**src/rtl/vga_pkg.sv**
```systemverilog
// Shared definitions for the VGA sprite mover: active-area defaults, FSM states, directions.
package vga_pkg;

    localparam int unsigned H_ACTIVE_DEFAULT = 640;
    localparam int unsigned V_ACTIVE_DEFAULT = 480;
    localparam int unsigned POS_W            = 10;

    typedef enum logic [1:0] {
        WAIT   = 2'd0,
        STEP_X = 2'd1,
        STEP_Y = 2'd2,
        COMMIT = 2'd3
    } state_e;

    typedef enum logic {
        DIR_POS = 1'b0,
        DIR_NEG = 1'b1
    } dir_e;

endpackage

```
**src/rtl/vga_axis_step.sv**
```systemverilog
// Combinational single-axis step: advance by spd, clamp at 0/max, flip direction on contact.
module vga_axis_step
    import vga_pkg::*;
(
    input  logic [POS_W-1:0] p_i,
    input  dir_e             dir_i,
    input  logic [3:0]       spd_i,
    input  logic [POS_W-1:0] max_i,
    output logic [POS_W-1:0] p_o,
    output dir_e             dir_o,
    output logic             bounce_o
);

    logic signed [POS_W:0] c;

    always_comb begin
        p_o      = p_i;
        dir_o    = dir_i;
        bounce_o = 1'b0;
        c        = '0;
        if (spd_i != '0) begin
            if (dir_i == DIR_POS) begin
                c = signed'({1'b0, p_i}) + signed'({7'b0, spd_i});
                if (c >= signed'({1'b0, max_i})) begin
                    p_o      = max_i;
                    dir_o    = DIR_NEG;
                    bounce_o = 1'b1;
                end else begin
                    p_o = c[POS_W-1:0];
                end
            end else begin
                c = signed'({1'b0, p_i}) - signed'({7'b0, spd_i});
                if (c <= 11'sd0) begin
                    p_o      = '0;
                    dir_o    = DIR_POS;
                    bounce_o = 1'b1;
                end else begin
                    p_o = c[POS_W-1:0];
                end
            end
        end
    end

endmodule

```
**src/rtl/vga_sprite_mover.sv**
```systemverilog
// Per-frame box position update triggered by the vSync falling edge.
// Build option VGA_MOVER_BTN_EN adds button steering (btnL/btnR/btnU/btnD).
module vga_sprite_mover
    import vga_pkg::*;
#(
    parameter int unsigned H_ACTIVE = H_ACTIVE_DEFAULT,
    parameter int unsigned V_ACTIVE = V_ACTIVE_DEFAULT,
    parameter int unsigned BOX_W    = 16,
    parameter int unsigned BOX_H    = 16,
    parameter int unsigned X_INIT   = 200,
    parameter int unsigned Y_INIT   = 200
) (
    input  logic             clk,
    input  logic             rst,
    input  logic             vSync,
    input  logic             hold,
    input  logic [3:0]       speed,
`ifdef VGA_MOVER_BTN_EN
    input  logic             btnL,
    input  logic             btnR,
    input  logic             btnU,
    input  logic             btnD,
`endif
    output logic [POS_W-1:0] x,
    output logic [POS_W-1:0] y,
    output logic             frameTick,
    output logic             bounceX,
    output logic             bounceY
);

    localparam logic [POS_W-1:0] XMAX = POS_W'(H_ACTIVE - BOX_W);
    localparam logic [POS_W-1:0] YMAX = POS_W'(V_ACTIVE - BOX_H);

    state_e           state_q, state_d;
    logic             vsync_q;
    logic [POS_W-1:0] x_q, y_q, nx_q, ny_q;
    dir_e             dirx_q, diry_q, ndirx_q, ndiry_q;
    logic [3:0]       spd_q;
    logic             bx_q, by_q, bncx_q, bncy_q;

    logic             sel_y;
    logic [POS_W-1:0] ax_p, ax_max, st_p;
    dir_e             ax_dir, st_dir_in, st_dir, res_dir;
    logic [3:0]       ax_spd, st_spd_in;
    logic             st_b, res_b;

`ifdef VGA_MOVER_BTN_EN
    logic [3:0] btn_q, btn_cur;
    logic       btn_any, btn_pos, btn_neg;

    assign btn_cur = (state_q == STEP_X) ? {btnD, btnU, btnR, btnL} : btn_q;
    assign btn_any = |btn_cur;
    assign btn_pos = sel_y ? btn_cur[3] : btn_cur[1];
    assign btn_neg = sel_y ? btn_cur[2] : btn_cur[0];
`endif

    // One stepper serves both axes: x in STEP_X (live speed), y in STEP_Y (latched speed).
    assign sel_y  = (state_q == STEP_Y);
    assign ax_p   = sel_y ? y_q    : x_q;
    assign ax_dir = sel_y ? diry_q : dirx_q;
    assign ax_spd = sel_y ? spd_q  : speed;
    assign ax_max = sel_y ? YMAX   : XMAX;

    always_comb begin
        st_dir_in = ax_dir;
        st_spd_in = ax_spd;
`ifdef VGA_MOVER_BTN_EN
        if (btn_any) begin
            if (btn_pos ^ btn_neg) st_dir_in = btn_pos ? DIR_POS : DIR_NEG;
            else                   st_spd_in = '0;
        end
`endif
    end

    vga_axis_step u_step (
        .p_i     (ax_p),
        .dir_i   (st_dir_in),
        .spd_i   (st_spd_in),
        .max_i   (ax_max),
        .p_o     (st_p),
        .dir_o   (st_dir),
        .bounce_o(st_b)
    );

    always_comb begin
        res_dir = st_dir;
        res_b   = st_b;
`ifdef VGA_MOVER_BTN_EN
        // Steered axes clamp without flipping the stored bounce direction.
        if (btn_any) begin
            res_dir = ax_dir;
            res_b   = 1'b0;
        end
`endif
    end

    always_ff @(posedge clk) begin
        if (rst) state_q <= WAIT;
        else     state_q <= state_d;
    end

    always_comb begin
        state_d = state_q;
        case (state_q)
            WAIT:    if (!vSync && vsync_q) state_d = STEP_X;
            STEP_X:  state_d = STEP_Y;
            STEP_Y:  state_d = COMMIT;
            COMMIT:  state_d = WAIT;
            default: state_d = WAIT;
        endcase
    end

    always_ff @(posedge clk) begin
        if (rst) begin
            vsync_q <= 1'b1;
            x_q     <= POS_W'(X_INIT);
            y_q     <= POS_W'(Y_INIT);
            dirx_q  <= DIR_POS;
            diry_q  <= DIR_POS;
            nx_q    <= '0;
            ny_q    <= '0;
            ndirx_q <= DIR_POS;
            ndiry_q <= DIR_POS;
            spd_q   <= '0;
            bx_q    <= 1'b0;
            by_q    <= 1'b0;
            bncx_q  <= 1'b0;
            bncy_q  <= 1'b0;
`ifdef VGA_MOVER_BTN_EN
            btn_q   <= '0;
`endif
        end else begin
            vsync_q <= vSync;
            bncx_q  <= (state_q == COMMIT) && !hold && bx_q;
            bncy_q  <= (state_q == COMMIT) && !hold && by_q;
            case (state_q)
                STEP_X: begin
                    spd_q   <= speed;
                    nx_q    <= st_p;
                    ndirx_q <= res_dir;
                    bx_q    <= res_b;
`ifdef VGA_MOVER_BTN_EN
                    btn_q   <= {btnD, btnU, btnR, btnL};
`endif
                end
                STEP_Y: begin
                    ny_q    <= st_p;
                    ndiry_q <= res_dir;
                    by_q    <= res_b;
                end
                COMMIT: begin
                    if (!hold) begin
                        x_q    <= nx_q;
                        y_q    <= ny_q;
                        dirx_q <= ndirx_q;
                        diry_q <= ndiry_q;
                    end
                end
                default: ;
            endcase
        end
    end

    always_comb begin
        frameTick = (state_q == STEP_X);
        x         = x_q;
        y         = y_q;
        bounceX   = bncx_q;
        bounceY   = bncy_q;
    end

endmodule

```
**config.mk**
```make
export PLATFORM = sky130hd
export DESIGN_NAME = vga_sprite_mover
export DESIGN_NICKNAME = d
export VERILOG_FILES = /design/src/rtl/vga_pkg.sv /design/src/rtl/vga_axis_step.sv /design/src/rtl/vga_sprite_mover.sv
export SDC_FILE = /design/constraint.sdc
export NUM_CORES = 1
export LEC_CHECK = 0
export ABC_CLOCK_PERIOD_IN_PS = 6000
export CORE_MARGIN = 1
export CORE_UTILIZATION = 61
export CTS_CLUSTER_SIZE = 25
export DETAILED_ROUTE_END_ITERATION = 10
export DONT_BUFFER_PORTS = 1
export PLACE_DENSITY = 0.77
export SETUP_SLACK_MARGIN = 0.02
export SLEW_MARGIN = 10
export SYNTH_ARGS = -nofsm -noshare
export SYNTH_HDL_FRONTEND = slang
export SYNTH_SLANG_ARGS = --single-unit
```
**constraint.sdc**
```tcl
create_clock -name clk -period 6 [get_ports clk]
set_input_delay 1.2 -clock clk [delete_from_list [all_inputs] [get_ports clk]]
set_output_delay 1.2 -clock clk [all_outputs]
set_load 0.005 [all_outputs]
```
==> flow_metrics.tcl <==
set metrics [dict create \
    vias 3006 \
    io_pins 31 \
    synth_area_leader_cell "dfxtp_1" \
    io_buffers 0 \
    reg2reg_depth 17 \
    p_seq_share_pct 37.1 \
    period_needed_ns 5.07 \
    final_max_slew_viol_count 0 \
    vias_per_cell 6.38 \
    ant_nets 0 \
    clk_path_buf_depth 2 \
    syn-instance-count 413 \
    hold_path.class "flop to flop" \
    hold_depth 2 \
    regArea_um2 1100 \
    async_flop_share_pct 0 \
    dr.pass1.iters 4 \
    cts_sinks 55 \
    grt.overflow.total 0 \
    rows 26 \
    htree_levels 2 \
    root_buffer "clkbuf_8" \
    cp-end-kind "flop" \
    relSlewSlack_pct 29.4 \
    drt-initial-drc-count 161 \
    hold_end "diry_q" \
    grt_pass1_wl_mm 14.5 \
    synth_enable_flop_cells 0 \
    max_freq_ghz 0.197 \
    postCtsSetupBuffers 0 \
    worstSetupStartpointType "flop" \
    dieHeight_um 76.7 \
    cts_buffers 5 \
    yosysWarnings 0 \
    drc 0 \
    swShare_pct 41.6 \
    crit_arrival_ns 5.26 \
    ys_ff_latch 55 \
    multi_input_area_um2 2140 \
    core-area_um2 5240 \
    post_cts_resized 0 \
    cts_tree "done" \
    finalNonFillerCells 471 \
    tightest_slew_ns 1.06 \
    num_antenna_cells 0 \
    status "completed" \
    synth-main-ff-cell "dfxtp_1" \
    setup_viol 0 \
    postSynthAreaPerCell_um2 8.25 \
    crit_path_max_fanout 18 \
    clk-insertion-delay-late_ns 0.32 \
    synth-seq-area-share_pct 32.3 \
    drive_gt1_share_pct 7.73 \
    fillers 474 \
    grt_max_degree 58 \
    fin_nets 427 \
    hold_viol 0 \
    crit_type "flop to flop" \
    finClkSkew_ns 0.0107 \
    setup_tns_ns 0 \
    whs_ns 0.453 \
    required_ns 6.19 \
    dpl.hpwl_mm 5.89 \
    clkPwrFrac_pct 16.9 \
    area_growth_pct 2.83 \
    yosys-top-cells-area "dfxtp_1 (32%), nand2_1 (7.2%), ha_1 (6.2%), a21oi_1 (5.4%), mux2i_1 (5.3%)" \
    drv_cap 0 \
    final_cell_mix "nand2_1 (65), dfxtp_1 (55), nor2_1 (39), a21oi_1 (37), mux2i_1 (18)" \
    die_area_um2 5890 \
    wl_per_cell_um 18.1 \
    final_common_cell "nand2_1" \
    drt-total-wl_mm 8.53 \
    pwr-share-comb_pct 46.1 \
    leakage_nw 1.25 \
    yosysTopAreaCellShare_pct 32.3 \
    initial_utilization_pct 65.0 \
    clk_pin_slew_worst_paths_ns 0.11 \
    grt_pass1_vias 2953 \
    die_x_um 76.7 \
    reg2reg_slack_ns 0.93 \
    vdd_drop_max_v 0.000300 \
    timing.rr.end "ny_q[6]" \
    post-route-period-util_pct 84.6 \
    power.density_nw_per_um2 362 \
    ys_types 59 \
    rsz0062_at_grt "false" \
    r2r-start "state_q[0]" \
    hold_buffers 0 \
    worstHoldStart "ndiry_q" \
    switchingPower_mw 0.527 \
    grt_use_total_pct 30.7 \
    intPower_mw 0.740 \
    antenna_found_initial 0 \
    final_core_util_pct 66.9 \
    synth_area_um2 3410 \
    synth_nets 440 \
    routabilityCongestion 0.959 \
    placed_cells 463 \
]
[critical path: stages (launching register included)]
cell and delay (ns):
dfxtp_1 0.36, inv_1 0.12, ha_2 0.46, mux2i_1 0.45
inv_1 0.09, ha_1 0.38, a21oi_1 0.18, o21ai_0 0.14
a21oi_1 0.26, nor2_1 0.10, xnor2_1 0.28, ha_1 0.32
a31o_2 0.21, a311oi_1 0.43, o41a_1 0.25, nor2_2 0.11
a2111oi_0 0.61, o32ai_1 0.19
[per-layer routing]
metal  wire, um  up-vias  GRT usage (%)  share of wire (%)
met2       4080       84           51.9                 48
met3        502       16           5.95                5.9
li1           -     1454              -                  -
met4        129        0           9.81                1.5
met5          0        -              0                  0
met1       3820     1452           39.2                 45
[area by class of cell]
cell class	instances	area share (%)
Sequential cell	55	31.4
Clock buffer	6	2.07
Clock inverter	2	0.500
Multi-Input combinational cell	319	61.2
Timing Repair Buffer	2	0.429
Inverter	17	1.82
Tap cell	70	2.50
[kinds of logic (layout without fill, tap and decap cells)]
| kind of cell | Yosys count | after routing | share of synthesized area (%) |
|---|---|---|---|
| AND/OR/NAND/NOR | 156 | 156 | 21.6 |
| AO/OA/AOI/OAI | 100 | 100 | 21.0 |
| flip-flops | 55 | 55 | 32.3 |
| buffers and inverters | 39 | 27 | 4.78 |
| multiplexers | 29 | 29 | 9.07 |
| adder cells (fa/ha/maj) | 19 | 19 | 7.42 |
| XOR/XNOR | 15 | 15 | 3.86 |
[worst max-delay path by stage]
stage / start / to / depth (start not counted)
global placement: speed[2] / ny_q[6] / 15
finish: state_q[0] / ny_q[6] / 17
CTS: state_q[0] / ny_q[6] / 17
detailed placement: speed[2] / ny_q[6] / 15
global route: state_q[0] / ny_q[6] / 17
floorplan: state_q[0] / ny_q[6] / 20
[registers in the layout (all words and copies together), names as in the netlist]
name     cells
ndiry_q      1
bounceY      1
spd_q        4
nx_q        10
state_q      2
diry_q       1
ny_q        10
by_q         1
vsync_q      1
bx_q         1
bounceX      1
ndirx_q      1
y           10
x           10
dirx_q       1
[synthesized netlist by cell type, types with 2 or more instances]
cell type	count
a211oi_1	3
clkbuf_1	18
xnor2_1	12
nor3_1	6
mux2i_1	18
a21boi_0	2
inv_1	16
or4_1	3
ha_1	17
buf_6	2
and3_1	2
or3_1	4
o21a_1	2
nand2b_1	11
mux2i_2	2
o22ai_1	3
nand2_1	65
o32ai_1	12
dfxtp_1	55
mux2_2	9
a21oi_1	37
or2_2	2
a311oi_1	8
o21bai_1	2
fa_1	2
nand3b_1	6
nor3b_1	2
xor2_1	3
nand4b_1	4
nand3_1	3
o221ai_1	3
nand4_1	2
nor2_1	39
a221oi_2	2
a21o_1	4
o31ai_1	2
o21ai_0	8
[power by group through the flow]
stage	Sequential (mW)	Combinational (mW)	Clock, mW
2_1_floorplan	0.466	0.473	0
3_3_place_gp	0.473	0.563	0
3_5_place_dp	0.476	0.575	0
4_1_cts	0.469	0.577	0.218
5_1_grt	0.478	0.644	0.233
6_report	0.469	0.583	0.214
[per-stage QoR]
stage	instance area (um2)	power [mW]	setup WS (ns)
final	3500	1.27	0.927
after global routing	3500	1.35	0.615
after CTS	3500	1.26	0.990
after detailed placement	3410	1.05	0.871
after global placement	3410	1.04	0.957
after floorplan	3410	0.939	1.22
Note: power is estimated with default switching activity, not from simulation.
